--- config.mk ---
export PLATFORM = sky130hd
export DESIGN_NAME = qoa_spi_byte_rx
export DESIGN_NICKNAME = d
export VERILOG_FILES = /design/src/rtl/qoa_spi_byte_rx.sv
export SDC_FILE = /design/constraint.sdc
export NUM_CORES = 1
export LEC_CHECK = 0
export CORE_ASPECT_RATIO = 0.8
export CORE_MARGIN = 8
export CORE_UTILIZATION = 40
export DETAILED_ROUTE_END_ITERATION = 6
export GPL_TIMING_DRIVEN = 0
export SYNTH_ARGS = -nofsm -noshare
export SYNTH_HDL_FRONTEND = slang
export SYNTH_SLANG_ARGS = --single-unit
export TNS_END_PERCENT = 10
--- constraint.sdc ---
create_clock -name sys_clk -period 4 [get_ports sys_clk]
set_clock_uncertainty 0.05 [all_clocks]
set_input_delay 0.4 -clock sys_clk [delete_from_list [all_inputs] [get_ports sys_clk]]
set_output_delay 0.4 -clock sys_clk [all_outputs]
set_load 0.005 [all_outputs]
--- src/rtl/qoa_spi_byte_rx.sv ---
// SPI mode-0 slave byte receiver: oversamples SCK/CS_N/MOSI in sys_clk and strobes each completed byte.
// Optional MISO echo of the previous byte is built when QOA_SPI_ECHO_EN is defined.
module qoa_spi_byte_rx #(
    parameter int SYNC_STAGES = 2,
    parameter bit MSB_FIRST   = 1'b1
) (
    input  logic       sys_clk,
    input  logic       sys_rst_n,
    input  logic       spi_sck,
    input  logic       spi_cs_n,
    input  logic       spi_mosi,
    output logic       spi_miso,
    output logic [7:0] spi_byte,
    output logic       data_rdy,
    output logic       frame_err
);

    logic [SYNC_STAGES-1:0] sck_sync_q;
    logic [SYNC_STAGES-1:0] cs_sync_q;
    logic [SYNC_STAGES-1:0] mosi_sync_q;
    logic                   sck_dly_q;
    logic                   cs_dly_q;
    logic                   sck_s;
    logic                   cs_s;
    logic                   mosi_s;
    logic                   sck_rise;
    logic                   cs_fall;
    logic                   cs_rise;

    logic [2:0] bit_cnt_q, bit_cnt_d;
    logic [7:0] sr_q, sr_d;
    logic [7:0] byte_q, byte_d;
    logic       rdy_q, rdy_d;
    logic       ferr_q, ferr_d;

    function automatic logic [7:0] shift_in(input logic [7:0] sr, input logic b);
        if (MSB_FIRST) begin
            shift_in = {sr[6:0], b};
        end else begin
            shift_in = {b, sr[7:1]};
        end
    endfunction

    // Input synchronizers plus one extra stage on sck/cs_n for edge detection.
    always_ff @(posedge sys_clk) begin
        if (!sys_rst_n) begin
            sck_sync_q  <= '0;
            cs_sync_q   <= '1;
            mosi_sync_q <= '0;
            sck_dly_q   <= 1'b0;
            cs_dly_q    <= 1'b1;
        end else begin
            sck_sync_q  <= {sck_sync_q[SYNC_STAGES-2:0], spi_sck};
            cs_sync_q   <= {cs_sync_q[SYNC_STAGES-2:0], spi_cs_n};
            mosi_sync_q <= {mosi_sync_q[SYNC_STAGES-2:0], spi_mosi};
            sck_dly_q   <= sck_s;
            cs_dly_q    <= cs_s;
        end
    end

    assign sck_s    = sck_sync_q[SYNC_STAGES-1];
    assign cs_s     = cs_sync_q[SYNC_STAGES-1];
    assign mosi_s   = mosi_sync_q[SYNC_STAGES-1];
    assign sck_rise = sck_s & ~sck_dly_q;
    assign cs_fall  = ~cs_s & cs_dly_q;
    assign cs_rise  = cs_s & ~cs_dly_q;

    // Receive datapath: cs edges take priority; an sck_rise with cs_fall is bit 0.
    always_comb begin
        bit_cnt_d = bit_cnt_q;
        sr_d      = sr_q;
        byte_d    = byte_q;
        rdy_d     = 1'b0;
        ferr_d    = 1'b0;
        if (cs_rise) begin
            bit_cnt_d = 3'd0;
            sr_d      = 8'h00;
            ferr_d    = (bit_cnt_q != 3'd0);
        end else if (cs_fall) begin
            if (sck_rise) begin
                sr_d      = shift_in(8'h00, mosi_s);
                bit_cnt_d = 3'd1;
            end else begin
                sr_d      = 8'h00;
                bit_cnt_d = 3'd0;
            end
        end else if (!cs_s) begin
            if (sck_rise) begin
                sr_d      = shift_in(sr_q, mosi_s);
                bit_cnt_d = bit_cnt_q + 3'd1;
                if (bit_cnt_q == 3'd7) begin
                    byte_d = shift_in(sr_q, mosi_s);
                    rdy_d  = 1'b1;
                end else begin
                    rdy_d  = 1'b0;
                end
            end else begin
                bit_cnt_d = bit_cnt_q;
            end
        end else begin
            bit_cnt_d = 3'd0;
        end
    end

    // Receive state and registered strobes.
    always_ff @(posedge sys_clk) begin
        if (!sys_rst_n) begin
            bit_cnt_q <= 3'd0;
            sr_q      <= 8'h00;
            byte_q    <= 8'h00;
            rdy_q     <= 1'b0;
            ferr_q    <= 1'b0;
        end else begin
            bit_cnt_q <= bit_cnt_d;
            sr_q      <= sr_d;
            byte_q    <= byte_d;
            rdy_q     <= rdy_d;
            ferr_q    <= ferr_d;
        end
    end

    assign spi_byte  = byte_q;
    assign data_rdy  = rdy_q;
    assign frame_err = ferr_q;

`ifdef QOA_SPI_ECHO_EN
    logic       sck_fall;
    logic [7:0] tx_sr_q, tx_sr_d;
    logic       miso_q, miso_d;

    function automatic logic first_bit(input logic [7:0] v);
        if (MSB_FIRST) begin
            first_bit = v[7];
        end else begin
            first_bit = v[0];
        end
    endfunction

    function automatic logic [7:0] shift_out(input logic [7:0] v);
        if (MSB_FIRST) begin
            shift_out = {v[6:0], 1'b0};
        end else begin
            shift_out = {1'b0, v[7:1]};
        end
    endfunction

    assign sck_fall = ~sck_s & sck_dly_q;

    // The falling edge right after completion is skipped (bit_cnt==0) so the reloaded byte keeps its first bit.
    always_comb begin
        tx_sr_d = tx_sr_q;
        if (cs_fall) begin
            tx_sr_d = byte_q;
        end else if (rdy_d) begin
            tx_sr_d = byte_d;
        end else if (!cs_s && sck_fall && (bit_cnt_q != 3'd0)) begin
            tx_sr_d = shift_out(tx_sr_q);
        end else begin
            tx_sr_d = tx_sr_q;
        end
        miso_d = cs_s ? 1'b0 : first_bit(tx_sr_d);
    end

    // Echo shift register and registered MISO.
    always_ff @(posedge sys_clk) begin
        if (!sys_rst_n) begin
            tx_sr_q <= 8'h00;
            miso_q  <= 1'b0;
        end else begin
            tx_sr_q <= tx_sr_d;
            miso_q  <= miso_d;
        end
    end

    assign spi_miso = miso_q;
`else
    assign spi_miso = 1'b0;
`endif

endmodule

==> out/results.ini, run 1 <==
[route]
routed_via_density=4.43
wl_per_cell_um=10.8
firstDrtPassIters=4
routed_wl_mm=1.82
final_antenna_net_count=0
drtIter0Drc=33
drc=0
num_vias=744

[clock_network]
cts.htree.levels=1
post_cts_buffers=0
cts-root-buf=clkbuf_4
clkTransAtPathRegs_ps=130
cts_tree=done
insertion_delay_ps=310
cts_buffers=3
cts_buffer_depth=2
cts_resized=0
clock-sinks=28
hold_buffers=0

[final_layout]
final_util_pct=49.0
stdcell_area_um2=1310
antenna_cells=0
syn_to_final_growth_pct=19.1
fillers=269
layout-drive-gt1-share_pct=6.15
stdcell_count=168
nets=143

[setup_path]
rr_endpoint=spi_byte[6]
reg2reg_from=cs_sync_q[1]
cp.arrival_ps=1880
worst-path-max-fanout=8
critPathRequiredTime_ps=4200
cp_slowest_cell=dfxtp_1
max_stage_delay_ps=490
r2r_slack_ps=2320
crit_path_start_kind=flop
worstPathCellList=inv_1, ha_1, nor2_1, and3_1, buf_4, mux2i_1
critPathKind=reg -> reg
crit_path_end_kind=flop
worst_r2r_path_depth=6

[synth]
synth_top_area_share_pct=50.9
ys.flop_type=dfxtp_1
async_flop_share_pct=0
avgSynthCellArea_um2=9.75
ys_types=23
syn_inst=113
yosysWarnings=0
yosysMostFrequentCell=dfxtp_1
synth_nets=124
yosysSeqAreaShare_pct=50.9
synth_edf_count=0
synth-seq-cells=28
synth_area_um2=1100
synth_common_cells=dfxtp_1, nand2_1, mux2i_1, nor2_1
synth_top_cell_by_area=dfxtp_1
synth_area_leaders=dfxtp_1, mux2i_1, ha_1

[die]
initial_core_util_pct=41.1
coreArea_um2=2680
die_w_um=74.7
die_y_um=63.0
die_area_um2=4700
rows=17
pin_count=16

[power_and_ir_drop]
switching_power_w=0.0000869
internal-power_w=0.000327
clkPwrFrac_pct=26.4
cellLeakagePower_nw=0.484
vdd_drop_max_uv=203
p_sw_share_pct=21.0
power.density_nw_per_um2=315
pwr-share-comb_pct=4.9
pwr-share-seq_pct=68.7

[timing]
period_minus_slack_ps=1680
grt_setup_unrepaired=false
setup_ws_ps=2320
post-route-period-util_pct=42.0
finalHoldViolCount=0
finalSetupTns_ps=0
setup_viol=0
finalMaxSlewViolations=0
fmax_mhz=595

[grt]
overflow=0
grt_max_degree=15
grt_pass1_vias=731
use_met3_pct=3.85
antenna_found_initial=0
grt-busiest-layer=met2
use_met1_pct=11.1
grt_util_all_layers_pct=8.76
gr-usage-met2_pct=12.7
grt_pass1_wl_mm=3.25

[placement]
placed_area_um2=1290
gp_congestion=0.744
post-place-ws_ps=2070
port-buffer-count=14
dp_hpwl_mm=1.34
dp_cells=165

[worst_hold_path]
min_from=cs_sync_q[0]
hold_class=reg -> reg
holdPathEnd=cs_sync_q[1]
min_path_cells=1

[run]
drv_cap=0

[status]
status=complete, no violations

layout by cell type, fill, tap and decap left out, types with 5 or more instances in the layout:
master / synthesis / layout
nand2_1: 19 / 19
inv_1: 6 / 6
nor2_1: 8 / 8
and2_1: 5 / 5
mux2i_1: 16 / 16
clkdlybuf4s50_1: 0 / 14
ha_1: 6 / 6
dfxtp_1: 28 / 28
worst max-delay path: cells and delay by family, from the launching register on:
kind / cells / cell delay (ps)
flops: 1 / 490
buf+inv: 2 / 340
fa+ha+maj: 1 / 310
simple gates: 2 / 230
mux: 1 / 200
through the flow:
step           hold slack (ps)  power [W]
5_1_grt                    398   0.000434
6_report                   375   0.000414
2_1_floorplan              336   0.000302
3_3_place_gp               340   0.000310
4_1_cts                    376   0.000418
3_5_place_dp               345   0.000311
routing by layer:
layer	wire length, um	vias to the layer above
met1	943	331
met5	0	-
met3	110	2
met4	12	0
li1	-	397
met2	753	14
registers in the layout (all words and copies together), names as in the netlist, 2 cells and up:
name         flops
sr_q             7
sck_sync_q       2
cs_sync_q        2
mosi_sync_q      2
bit_cnt_q        3
spi_byte         8
final cells by class:
class | count | area, um2 | area share [%]
Tap cell | 38 | 47.5 | 3.62
Sequential cell | 28 | 561 | 42.7
Timing Repair Buffer | 14 | 140 | 10.7
Inverter | 6 | 22.5 | 1.72
Buffer | 7 | 43.8 | 3.34
Multi-Input combinational cell | 72 | 475 | 36.2
Clock buffer | 3 | 22.5 | 1.72
logic make-up (layout without fill, tap and decap cells):
family / count (synthesis) / in the layout / share of synthesized area [%]
adders and majority gates: 6 / 6 / 6.81
other: 1 / 1 / 0.340
muxes: 16 / 16 / 14.5
DFF: 28 / 28 / 50.9
AOI/OAI and AO/OA: 5 / 5 / 2.50
and+or+nand+nor: 44 / 44 / 19.0
buffers and inverters: 13 / 30 / 6.02
worst max-delay path by stage:
stage                             from            to  slack (ps)  cells past startpoint
after floorplan           cs_sync_q[1]   spi_byte[0]        2530                      6
after global placement       sys_rst_n  bit_cnt_q[2]        2080                      5
after detailed placement     sys_rst_n  bit_cnt_q[1]        2070                      5
after CTS                 cs_sync_q[1]   spi_byte[6]        2320                      6
after global routing      cs_sync_q[1]   spi_byte[0]        2200                      6
final                     cs_sync_q[1]   spi_byte[6]        2320                      6
power groups by stage:
stage / Clock [W] / Sequential [W] / Combinational, W
after floorplan: 0 / 0.000290 / 0.0000123
after global placement: 0 / 0.000290 / 0.0000199
after detailed placement: 0 / 0.000291 / 0.0000203
after CTS: 0.000113 / 0.000284 / 0.0000204
after global routing: 0.000126 / 0.000285 / 0.0000227
final: 0.000109 / 0.000284 / 0.0000202
(Power assumes the default switching activity.)
==> run 2: changes to the inputs <==
clock period = 1.64 ns   (was 4 ns; I/O delays follow)
==> run 2 against run 1 <==
  * Maximum frequency rose by 9.4%
  * Critical path depth did not move
  * Register-to-register slack got worse by 2200 ps
  * Non-clock buffer count did not move
  * Largest power group unchanged
==> out/results.ini, run 2 (synthesis gave the netlist of run 1 again) <==
[route]
num_vias=744
drtIter0Drc=31
final_antenna_net_count=0
routed_via_density=4.43
drc=0
wl_per_cell_um=10.8
routed_wl_mm=1.82
firstDrtPassIters=4

[run]
drv_cap=0

[final_layout]
nets=143
stdcell_count=168
final_cell_mix=dfxtp_1, nand2_1, mux2i_1
largest_register_ffs=8
fillers=270
multi_input_area_um2=475
seq_area_um2=564
layout-drive-gt1-share_pct=6.92
antenna_cells=0
syn_to_final_growth_pct=19.4
final_common_cell=dfxtp_1

[setup_path]
cp_top_family=flip-flops
max_stage_delay_ps=410
worst-path-max-fanout=8
critPathKind=reg -> reg
crit_path_start_kind=flop
cp.arrival_ps=1740
cp_num_buf_inv=2
critPathRequiredTime_ps=1840
worstPathCellList=inv_1, ha_1, nor2_1, and3_1, buf_4, mux2i_1
cp_slowest_cell=dfxtp_4
crit_path_end_kind=flop

[clock_network]
cts.htree.levels=1
clkTransAtPathRegs_ps=130
cts_buffer_depth=2
insertion_delay_ps=310
cts-root-buf=clkbuf_4
cts_buffers=3
cts_tree=done
clock-sinks=28

[placement]
dp_hpwl_mm=1.34
gp_congestion=0.744
dp_cells=165
port-buffer-count=14

[timing]
period_minus_slack_ps=1540
finalSetupTns_ps=0
grt_setup_unrepaired=false
finalMaxSlewViolations=0
post-route-period-util_pct=93.6
setup_viol=0
fmax_mhz=651
finalHoldViolCount=0

[die]
coreArea_um2=2680
pin_count=16
initial_core_util_pct=41.1
die_w_um=74.7
die_y_um=63.0
rows=17
die_area_um2=4700

[power_and_ir_drop]
cellLeakagePower_nw=0.484
vdd_drop_max_uv=496
power.density_nw_per_um2=766

[grt]
grt_pass1_wl_mm=3.25
overflow=0
antenna_found_initial=0
grt_util_all_layers_pct=8.76
grt_pass1_vias=731
grt_max_degree=15

[status]
status=complete, no violations

[worst_hold_path]
hold_class=in -> reg

==> run 2: cell counts in the layout (fill, tap and decap cells not counted) <==
No cell type changed its count.
==> run 2: stage by stage <==
step                power, W  util [%]  worst slack, ps  area (um2)  hold WS (ps)
finish               0.00101      49.1              104        1320           349
detailed placement  0.000758      48.1            -54.8        1290           345
global route         0.00106      49.1             4.85        1320           351
CTS                  0.00102      49.0             63.9        1310           344
global placement    0.000757      48.1            -42.8        1290           340
floorplan           0.000737         -              174        1100           187
==> run 2: layer usage <==
| layer | track usage, % | up-vias | share of wire [%] |
|---|---|---|---|
| li1 | - | 397 | - |
| met1 | 11.1 | 331 | 52 |
| met2 | 12.7 | 14 | 41 |
| met3 | 3.85 | 2 | 6.0 |
| met4 | 2.93 | 0 | 0.66 |
| met5 | 0 | - | 0 |
==> run 2: what timing repair did <==
item | CTS | global route
setup buffers | 0 | 0
setup endpoints to repair | 8 | 7
hold buffers | 0 | 0
resized for setup | 1 | 1
==> run 2: cell type report <==
type                    instances  share of cell area (%)
well taps                      38                    3.61
clock buffers                   3                    1.71
plain buffers                   7                    3.33
repair buffers                 14                    10.6
flip-flops and latches         28                    42.9
inverters                       6                    1.71
multi-input cells              72                    36.1
==> run 2: path summary, 6_finish.rpt <==
kind                              startpoint           end  slack [ps]  cells past startpoint
worst max-delay path            cs_sync_q[1]   spi_byte[6]         100                      6
worst min-delay path                spi_cs_n  cs_sync_q[0]         350                      2
worst max register to register  cs_sync_q[1]   spi_byte[6]         100                      6
worst min register to register  cs_sync_q[0]  cs_sync_q[1]         370                      1
==> run 2: power by group <==
part / internal [W] / switching, W / total [W]
clock network: 0.0000859 / 0.000180 / 0.000266
registers: 0.000688 / 0.00000483 / 0.000693
logic: 0.0000226 / 0.0000266 / 0.0000493
total: 0.000796 / 0.000212 / 0.00101
